$ cat config.mk
export PLATFORM = sky130hd
export DESIGN_NAME = debounce_evt_ctrl_flat
export DESIGN_NICKNAME = d
export VERILOG_FILES = /design/src/rtl/debounce_pkg.sv /design/src/rtl/debounce_evt_ctrl_if.sv /design/src/rtl/debounce_evt_ctrl_rr_pick.sv /design/src/rtl/debounce_evt_ctrl.sv /design/src/flat_wrapper.sv
export SDC_FILE = /design/constraint.sdc
export NUM_CORES = 1
export LEC_CHECK = 0
export ABC_AREA = 1
export CORE_AREA = 2 2 39 41
export DETAILED_ROUTE_END_ITERATION = 8
export DIE_AREA = 0 0 41 43
export HOLD_SLACK_MARGIN = 0.12
export PLACE_DENSITY = 0.75
export SETUP_SLACK_MARGIN = 0.05
export SYNTH_ARGS = -nofsm -noshare
export SYNTH_HDL_FRONTEND = slang
export SYNTH_SLANG_ARGS = --single-unit
export TNS_END_PERCENT = 5
$ cat constraint.sdc
create_clock -name clk -period 2.6 [get_ports clk]
set_input_delay 0.65 -clock clk [delete_from_list [all_inputs] [get_ports clk]]
set_output_delay 0.65 -clock clk [all_outputs]
set_load 0.1 [all_outputs]
$ cat src/rtl/debounce_pkg.sv
// Shared encodings for the debouncer event path.
package debounce_pkg;

    // Event port FSM states.
    typedef enum logic {
        EVT_IDLE    = 1'b0,
        EVT_PRESENT = 1'b1
    } evt_state_e;

    // Event type as carried on evt_rise and stored per channel.
    localparam logic EVT_FALL = 1'b0;
    localparam logic EVT_RISE = 1'b1;

endpackage

$ cat src/rtl/debounce_evt_ctrl_if.sv
// Valid/ready event port between the event controller and the MMIO input register.
interface debounce_evt_ctrl_if #(
    parameter int unsigned WIDTH = 2,
    parameter int unsigned IDX_W = $clog2(WIDTH)
);
    logic             evt_valid;
    logic             evt_ready;
    logic [IDX_W-1:0] evt_chan;
    logic             evt_rise;

    modport master (
        output evt_valid,
        output evt_chan,
        output evt_rise,
        input  evt_ready
    );

    modport slave (
        input  evt_valid,
        input  evt_chan,
        input  evt_rise,
        output evt_ready
    );
endinterface

$ cat src/rtl/debounce_evt_ctrl_rr_pick.sv
// Combinational round-robin picker: first set request after 'last', wrapping.
module rr_pick #(
    parameter int unsigned WIDTH = 2,
    parameter int unsigned IDX_W = $clog2(WIDTH)
) (
    input  logic [WIDTH-1:0] req,
    input  logic [IDX_W-1:0] last,
    output logic [IDX_W-1:0] gnt_idx,
    output logic             gnt_any
);

    // Scan WIDTH candidates starting one past the last grant; first hit wins.
    always_comb begin
        int unsigned cand;
        cand    = 0;
        gnt_idx = '0;
        gnt_any = 1'b0;
        for (int unsigned k = 1; k <= WIDTH; k++) begin
            cand = (int'(last) + k) % WIDTH;
            if (!gnt_any && req[cand]) begin
                gnt_any = 1'b1;
                gnt_idx = cand[IDX_W-1:0];
            end
        end
    end

endmodule

$ cat src/rtl/debounce_evt_ctrl.sv
// Edge-to-event controller: per-channel edge detect, one pending event per
// channel, and a round-robin arbiter onto a single valid/ready event port.
module debounce_evt_ctrl
    import debounce_pkg::*;
#(
    parameter int unsigned WIDTH = 2,
    parameter int unsigned IDX_W = $clog2(WIDTH)
) (
    input  logic                 clk,
    input  logic                 rst_n,
    input  logic [WIDTH-1:0]     debounced_signal,
    input  logic [WIDTH-1:0]     rise_en,
    input  logic [WIDTH-1:0]     fall_en,
    debounce_evt_ctrl_if.master  evt,
    output logic [WIDTH-1:0]     pending,
    output logic                 overflow,
    input  logic                 clr_ovf
);

    evt_state_e       state_q, state_d;
    logic [WIDTH-1:0] prev_q;
    logic [WIDTH-1:0] pending_q, pending_d;
    logic [WIDTH-1:0] ptype_q, ptype_d;
    logic [IDX_W-1:0] chan_q, chan_d;
    logic [IDX_W-1:0] last_q, last_d;
    logic             rise_q, rise_d;
    logic             ovf_q, ovf_d;

    logic [WIDTH-1:0] rise_edge, fall_edge, any_edge;
    logic [WIDTH-1:0] consume_vec, drop;
    logic             consume;
    logic [IDX_W-1:0] gnt_idx;
    logic             gnt_any;

    assign rise_edge = debounced_signal & ~prev_q & rise_en;
    assign fall_edge = ~debounced_signal & prev_q & fall_en;
    assign any_edge  = rise_edge | fall_edge;

    rr_pick #(
        .WIDTH (WIDTH),
        .IDX_W (IDX_W)
    ) u_rr_pick (
        .req     (pending_q),
        .last    (last_q),
        .gnt_idx (gnt_idx),
        .gnt_any (gnt_any)
    );

    // Event port FSM: pick a pending channel when idle, hold it until accepted.
    always_comb begin
        state_d = state_q;
        chan_d  = chan_q;
        rise_d  = rise_q;
        last_d  = last_q;
        consume = 1'b0;
        unique case (state_q)
            EVT_IDLE: begin
                if (gnt_any) begin
                    chan_d  = gnt_idx;
                    rise_d  = ptype_q[gnt_idx];
                    state_d = EVT_PRESENT;
                end
            end
            EVT_PRESENT: begin
                if (evt.evt_ready) begin
                    consume = 1'b1;
                    last_d  = chan_q;
                    state_d = EVT_IDLE;
                end
            end
        endcase
    end

    // Pending table update; a consumed slot may be refilled by a same-cycle edge.
    always_comb begin
        consume_vec = '0;
        if (consume) begin
            consume_vec[chan_q] = 1'b1;
        end
        pending_d = pending_q;
        ptype_d   = ptype_q;
        drop      = '0;
        for (int unsigned i = 0; i < WIDTH; i++) begin
            if (any_edge[i]) begin
                if (!pending_q[i] || consume_vec[i]) begin
                    pending_d[i] = 1'b1;
                    ptype_d[i]   = rise_edge[i] ? EVT_RISE : EVT_FALL;
                end else begin
                    drop[i] = 1'b1;
                end
            end else if (consume_vec[i]) begin
                pending_d[i] = 1'b0;
            end
        end
        // A drop in the same cycle as clr_ovf must not be lost.
        if (|drop) begin
            ovf_d = 1'b1;
        end else if (clr_ovf) begin
            ovf_d = 1'b0;
        end else begin
            ovf_d = ovf_q;
        end
    end

    // State and datapath registers.
    always_ff @(posedge clk or negedge rst_n) begin
        if (!rst_n) begin
            state_q   <= EVT_IDLE;
            prev_q    <= '0;
            pending_q <= '0;
            ptype_q   <= '0;
            chan_q    <= '0;
            rise_q    <= 1'b0;
            last_q    <= IDX_W'(WIDTH - 1);
            ovf_q     <= 1'b0;
        end else begin
            state_q   <= state_d;
            prev_q    <= debounced_signal;
            pending_q <= pending_d;
            ptype_q   <= ptype_d;
            chan_q    <= chan_d;
            rise_q    <= rise_d;
            last_q    <= last_d;
            ovf_q     <= ovf_d;
        end
    end

    assign evt.evt_valid = (state_q == EVT_PRESENT);
    assign evt.evt_chan  = chan_q;
    assign evt.evt_rise  = rise_q;
    assign pending       = pending_q;
    assign overflow      = ovf_q;

endmodule
$ cat src/flat_wrapper.sv
// flat-port wrapper written by rule: the top's interface ports become plain ports
module debounce_evt_ctrl_flat import debounce_pkg::*;
#(
    parameter int unsigned WIDTH = 2,
    parameter int unsigned IDX_W = $clog2(WIDTH)
)
  (clk, rst_n, debounced_signal, rise_en, fall_en, pending, overflow, clr_ovf, evt_evt_valid, evt_evt_chan, evt_evt_rise, evt_evt_ready);
  debounce_evt_ctrl_if #(.WIDTH(WIDTH), .IDX_W(IDX_W)) evt_i ();
  input  logic clk;
  input  logic rst_n;
  input  logic [WIDTH-1:0] debounced_signal;
  input  logic [WIDTH-1:0] rise_en;
  input  logic [WIDTH-1:0] fall_en;
  output logic [WIDTH-1:0] pending;
  output logic overflow;
  input  logic clr_ovf;
  output wire logic [$bits(evt_i.evt_valid)-1:0] evt_evt_valid;
  output wire logic [$bits(evt_i.evt_chan)-1:0] evt_evt_chan;
  output wire logic [$bits(evt_i.evt_rise)-1:0] evt_evt_rise;
  input wire logic [$bits(evt_i.evt_ready)-1:0] evt_evt_ready;
  assign evt_evt_valid = evt_i.evt_valid;
  assign evt_evt_chan = evt_i.evt_chan;
  assign evt_evt_rise = evt_i.evt_rise;
  assign evt_i.evt_ready = evt_evt_ready;
  debounce_evt_ctrl #(.WIDTH(WIDTH), .IDX_W(IDX_W)) u_core (.clk(clk), .rst_n(rst_n), .debounced_signal(debounced_signal), .rise_en(rise_en), .fall_en(fall_en), .evt(evt_i), .pending(pending), .overflow(overflow), .clr_ovf(clr_ovf));
endmodule
# Word-level counts from Yosys, hierarchy flattened
# Cells that the tools add are included.
# op_classes
reduce_logical	17
add_sub_neg	2
order_cmp	5
muxes	32
eq_ne	2
n_bitwise	8
# op_table
operator	n
1-bit 2-to-1 mux	29
2-bit AND reduction	6
2-bit AND	4
1-bit by 2-bit less-than comparator with 1-bit output (second input constant)	4
2-bit nonzero test	3
2-bit != test (second input constant)	2
2-bit inverter	2
1-bit logical NOT	3
1-bit adder (second input constant)	2
1-bit logical AND	2
1-bit logical OR	2
2-bit 2-to-1 mux	1
2-bit bitwise OR	1
1-bit one-hot mux with 2 select lines	1
2-bit OR reduction	1
1-bit demux with 1-bit select	1
1-bit greater-or-equal comparator (second input constant)	1
1-bit inverter	1
# totals
output_inout_bits	6
elab_cells	76
inputBits	10
register_bits	11

# Longest topological paths before layout
# Gate-level depths: netlist of run 1.
# depth
word_depth	10
ltp_mapped	6

# Cells and area by module
# A second synthesis of run 1 with hierarchy kept.
# unflattened
cells_unflattened	61
hier_area_um2	495.5
# by_module_without_submodules
mod	area_per_inst_um2	n_inst	cells_each
debounce_evt_ctrl	480.5	1	58
rr_pick	15.0	1	3

# Worst setup path after synthesis of run 1
# No wires, ideal clock.
# synth_timing
path_kind	register -> register
start	reg u_core.state_q (netlist: u_core.evt.evt_valid)
end	reg u_core.ptype_q[1]
path_stages_with_launch	6
path_slack_ps	983
arrival_time_ps	1500
synth_period_minus_slack_ps	1617
path_cell_list	dfrtp_1 -> nand3_1 -> nand2_2 -> nand2_1 -> nand2_1 -> nand2_1
# synth_between
elab_chain_cells	4
# synth_lines
element	line	text
from (decl)	debounce_evt_ctrl.sv:20	evt_state_e state_q, state_d;
from (signal assigned)	debounce_evt_ctrl.sv:117	state_q <= state_d;
1-bit 2-to-1 mux	debounce_evt_ctrl.sv:56	unique case (state_q)
2-bit 2-to-1 mux	debounce_evt_ctrl.sv:77	if (consume) begin
1-bit logical OR	debounce_evt_ctrl.sv:85	if (!pending_q[i] || consume_vec[i]) begin
2-bit AND reduction (no source line)	-	
to (signal assigned)	debounce_evt_ctrl.sv:120	ptype_q <= ptype_d;
to (decl)	debounce_evt_ctrl.sv:23	logic [WIDTH-1:0] ptype_q, ptype_d;
# Every way passes these cells.
# A chain may end at the register's enable or synchronous reset.

# Worst setup path in the final report of run 1
# layout_timing
start	reg u_core.state_q (netlist: u_core.evt.evt_valid)
end	out evt_evt_valid
# layout_lines
element	line	text
to (decl)	flat_wrapper.sv:17	output wire logic [$bits(evt_i.evt_valid)-1:0] evt_evt_valid;
# No word-level cell between the ends.

==> results of run 1 <==
-- cell families (layout without fill, tap and decap cells) --
group           after synthesis  count (layout)  share of synthesized area, %
compound gates                4               4                          5.28
flops                        11              11                          55.5
buf+inv                       9              28                          6.78
simple gates                 38              38                          32.4
-- final cells by class --
cell class,count,area [um^2]
timing repair buffer,15,135
inverter,9,33.8
fill,138,704
clock buffer,4,26.3
sequential,11,277
multi-input combinational,42,188
tap,16,20.0
-- metrics by stage --
| step | setup WS [ps] | utilization [%] | hold slack [ps] |
|---|---|---|---|
| final | 923 | 49.1 | 467 |
| after global routing | 870 | 49.1 | 496 |
| after CTS | 894 | 49.1 | 467 |
| after detailed placement | 902 | 47.2 | 456 |
| after global placement | 927 | 47.2 | 456 |
| after floorplan | 983 | - | 354 |
-- tightest hold or removal path: cells and delay by family, from the launching register on --
family           cells  cell delay, ps
flip-flops           1             370
AND/OR/NAND/NOR      2              90
-- state kept, by name, indices dropped and copies added, names as in the netlist --
name	flops
u_core.pending	2
u_core.prev_q	2
u_core.ptype_q	2
u_core.evt.evt_chan	1
u_core.evt.evt_rise	1
u_core.evt.evt_valid	1
u_core.last_q	1
u_core.overflow	1
-- path summary, 6_finish.rpt --
| check | startpoint | to | slack, ps | depth (start not counted) |
|---|---|---|---|---|
| setup / recovery | u_core.evt.evt_valid$_DFF_PN0_ | evt_evt_valid | 920 | 1 |
| hold / removal | u_core.last_q$_DFFE_PN1N_ | u_core.last_q$_DFFE_PN1N_ | 470 | 2 |
| setup reg to reg | u_core.evt.evt_chan$_DFFE_PN0P_ | u_core.ptype_q[1]$_DFFE_PN0P_ | 1630 | 5 |
| hold reg to reg | u_core.last_q$_DFFE_PN1N_ | u_core.last_q$_DFFE_PN1N_ | 470 | 2 |
| max in group asynchronous | rst_n | u_core.last_q$_DFFE_PN1N_ | 1530 | 1 |
| min in group asynchronous | rst_n | u_core.evt.evt_rise$_DFFE_PN0P_ | 720 | 1 |
-- routing by layer --
| metal | track usage (%) | routed length [um] | up-vias | part of all wire (%) |
|---|---|---|---|---|
| li1 | - | - | 231 | - |
| met2 | 18.1 | 445 | 10 | 49 |
| met1 | 16.3 | 392 | 192 | 43 |
| met4 | 12.0 | 18 | 0 | 2.0 |
| met5 | 0 | 0 | - | 0 |
| met3 | 3.14 | 47 | 2 | 5.2 |
-- cell usage in the layout (no fill, tap or decap) --
| cell | count |
|---|---|
| clkbuf_4 | 3 |
| buf_4 | 6 |
| nand2_2 | 2 |
| o21ai_0 | 2 |
| o21bai_1 | 1 |
| dfstp_2 | 1 |
| nand2_1 | 22 |
| inv_1 | 9 |
| dfrtp_1 | 10 |
| nor2_1 | 5 |
| o21ai_2 | 1 |
| nand3_1 | 8 |
| nand3b_1 | 1 |
| clkdlybuf4s50_1 | 9 |
| clkbuf_1 | 1 |
==> results.md, run 1 <==
* CP arrival at 1030 ps
* CTS tree: done
* Mapped cell area at 498 um^2
* Max-cap viol count at 0
* Effective utilization at floorplan at between 30 and 40%
* Worst Setup Start Kind: flip-flop
* Hold Buf Count CTS at 0
* Synth top area share at 50.3%
* WL per Instance at slightly above 9 um
* Synthesis-to-finish area growth at 36.4%
* Gate Count Post-Synth at between 60 and 70
* Post-Syn Nets at just over 70
* Routability cong. at slightly below 0.7
* Fin crit period at between 1500 and 2000 ps
* Post-synth top flop: dfrtp_1
* Post-DP HPWL at around 700 um
* Final Hold Viols at 0
* Commonest cells post-synth: nand2_1 (22), dfrtp_1 (10), inv_1 (9)
* CP required at ~2000 ps
* Die area at around 1800 um^2
* Syn. warnings at 0
* Dominant cells by area after synthesis: dfrtp_1 (50%), nand2_1 (17%), nand3_1 (8.0%)
* Clk_lat worst skew at roughly 260 ps
* Tot GR Track Use at 13.3%
* Total iterations of the first detailed-routing run at 3
* Crit path buf inv count at 1
* Outcome: completed
* CP Class: reg2out
* Placed instance count at 93
* Final #Nets at 92
* Post CTS Setup Buffer Count at 0
* Site row count at 14
* Critical path, cell by cell: buf_4
* Largest net degree at the start of global routing at 12
* Critical Path Max Stage Delay at 440 ps
* RSZ-0062 raised after global routing: no
* Clock-pin slew on the worst setup and hold paths at ~70 ps
* Final Max Slew Viols at 0
* Synth area leader: dfrtp_1
* First-pass GRT wire length at 1500 um
* Vias in the first global route at 394
* CP delay by family, top: flip-flops
* Type of the worst min-delay path: reg2reg
* Input/output buffers at 15
* Relative slew slack at about 67%
* Vias at 435
* Critical path's slowest cell: dfrtp_1
* DRT iter0 DRCs at 8
* Non-Filler Instances at just under 100
* H-Tree Depth at 1
* Die H at ~43 um
* Post-synth cell types at 11
* # setup viols final at 0
* Worst Skew at 1.44 ps
* Number of flops mapped to enable cells by yosys at 0
* Finished Cell Area at roughly 680 um^2
* Syn Area/Cell at roughly 8.0 um^2
* Clk sinks at 11
* Post-route ant nets at 0
* Chip width at between 40 and 50 um
* Sequential-to-total area share from yosys stat at roughly 56%
* Crit Path Max Fanout at 6
* Post-synth ARST share at 100%
* Initial antenna violation count at 0
* Core area at approximately 1400 um^2
* DRC at 0
* Vias/cell at around 4.5
* Final Cycle Share at ~64%
* CTS root buf: clkbuf_4
* Routed wire length at roughly 900 um
* Post-synthesis register bit count at 11
* Count leader, synth: nand2_1
* Share of cells above drive strength 1 at approximately 16%
* Boundary Pins at 16
* Num CTS Buffers at 3
* Setup TNS at 0 ps
* ANT cells at 0
* Maximum clock rate at approximately 0.60 GHz
* Max clock buf depth at 2
* Area after DPL at around 650 um^2
* Worst-Margin Slew at 496 ps
* Nature of the critical path endpoint: output port
* Post_cts resized at 0
* Grt total ovfl at 0
Power of run 1 is left out: the tool's default activity adds up to more than one toggle a clock period on the data nets, which glitch-free logic cannot reach.
==> run 2: changes to the inputs <==
==> constraint.sdc (replaced) <==
create_clock -name clk -period 1.56 [get_ports clk]
set_input_delay 0.39 -clock clk [delete_from_list [all_inputs] [get_ports clk]]
set_output_delay 0.39 -clock clk [all_outputs]
set_load 0.1 [all_outputs]
==> results.md, run 2 (synthesis gave the netlist of run 1 again) <==
* CTS root buf: clkbuf_4
* Maximum clock rate at 0.743 GHz
* Synthesis-to-finish area growth at 52.0%
* Crit Path Max Fanout at 5
* First-pass GRT wire length at ~1400 um
* H-Tree Depth at 1
* Largest net degree at the start of global routing at 12
* Share of cells above drive strength 1 at a little under a fifth
* Final Hold Viols at 0
* Grt total ovfl at 0
* Post CTS Setup Buffer Count at 0
* DRC at 0
* Final Max Slew Viols at 0
* Routability cong. at roughly 0.75
* Worst Skew at between 2 and 2.5 ps
* Crit path buf inv count at 1
* Max-cap viol count at 0
* CP delay by family, top: flip-flops
* Setup TNS at 0 ps
* Type of the worst min-delay path: in2async
* Vias at about 430
* Commonest non-fill, non-tap cell in the layout: nand2_1
* Critical Path Max Stage Delay at between 400 and 500 ps
* Clk_lat worst skew at about 260 ps
* Clock-pin slew on the worst setup and hold paths at 70 ps
* Vias/cell at 4.47
* Final #Nets at 92
* Worst Setup Start Kind: flip-flop
* Boundary Pins at 16
* Clk sinks at 11
* Pre-CTS setup slack at approximately 120 ps
* Effective utilization at floorplan at 36.0%
* Fin crit period at 1350 ps
* Vias in the first global route at between 300 and 400
* Nature of the critical path endpoint: output port
* Post-route ant nets at 0
* Outcome: completed
* RSZ-0062 raised after global routing: no
* Worst-Margin Slew at 487 ps
* Die H at around 43 um
* Site row count at 14
* Max clock buf depth at 2
* WL per Instance at approximately 8.5 um
* CP arrival at ~960 ps
* Die area at approximately 1800 um^2
* Initial antenna violation count at 0
* Chip width at slightly above 40 um
* Input/output buffers at 15
* Total iterations of the first detailed-routing run at 3
* Core area at roughly 1400 um^2
* ANT cells at 0
* DRT iter0 DRCs at 4
* Critical path, cell by cell: buf_12
* Hold Buf Count CTS at 0
* CP required at roughly 1200 ps
* Post-DP HPWL at 681 um
* Post_cts resized at 0
* Final Cycle Share at 86.2%
* CTS tree: done
* Relative slew slack at 67.4%
* Tot GR Track Use at around 12%
* CP Class: reg2out
* Final Worst Setup Slack at approximately 210 ps
* # setup viols final at 0
* Most frequent cells in the layout: nand2_1 (22), inv_1 (9), clkdlybuf4s50_1 (9)
* Critical path's slowest cell: dfrtp_1
* Routed wire length at 824 um
* Num CTS Buffers at 3
run 2: cell types whose count changed in the layout (fill, tap and decap cells not counted):
cell     before  now
dfrtp_2       0    2
buf_12        0    6
dfrtp_1      10    8
buf_4         6    0
run 2: worst paths after layout:
| path | startpoint | endpoint | slack, ps | cells after the start |
|---|---|---|---|---|
| max reg2reg | u_core.pending[0]$_DFFE_PN0P_ | u_core.evt.evt_chan$_DFFE_PN0P_ | 580 | 5 |
| min | rst_n | u_core.pending[0]$_DFFE_PN0P_ | 450 | 1 |
| max in group asynchronous | rst_n | u_core.evt.evt_valid$_DFF_PN0_ | 750 | 1 |
| max | u_core.pending[0]$_DFFE_PN0P_ | pending[0] | 210 | 1 |
| min reg2reg | u_core.last_q$_DFFE_PN1N_ | u_core.last_q$_DFFE_PN1N_ | 470 | 2 |
| min in group clk | u_core.last_q$_DFFE_PN1N_ | u_core.last_q$_DFFE_PN1N_ | 470 | 2 |
run 2: layout make-up:
cell class	count	area [um^2]
sequential	11	279
clock buffer	4	26.3
multi-input combinational	42	188
inverter	9	33.8
tap	16	20.0
fill	118	627
timing repair buffer	15	210
run 2: through the flow:
step | instance area, um^2 | hold WS, ps | util (%) | std cells
detailed placement | 731 | 460 | 52.8 | 93
global route | 757 | 484 | 54.7 | 97
CTS | 757 | 468 | 54.7 | 97
floorplan | 500 | 94.4 | - | 62
finish | 757 | 451 | 54.7 | 97
global placement | 731 | 456 | 52.8 | 93
run 2: per-layer routing:
metal / wire, um / up-vias / track usage [%]
met5: 0 / - / 0
met4: 25 / 0 / 10.0
met3: 44 / 4 / 3.14
met2: 386 / 13 / 16.3
met1: 367 / 187 / 15.2
li1: - / 230 / -
Power of run 2 is left out for the same reason.
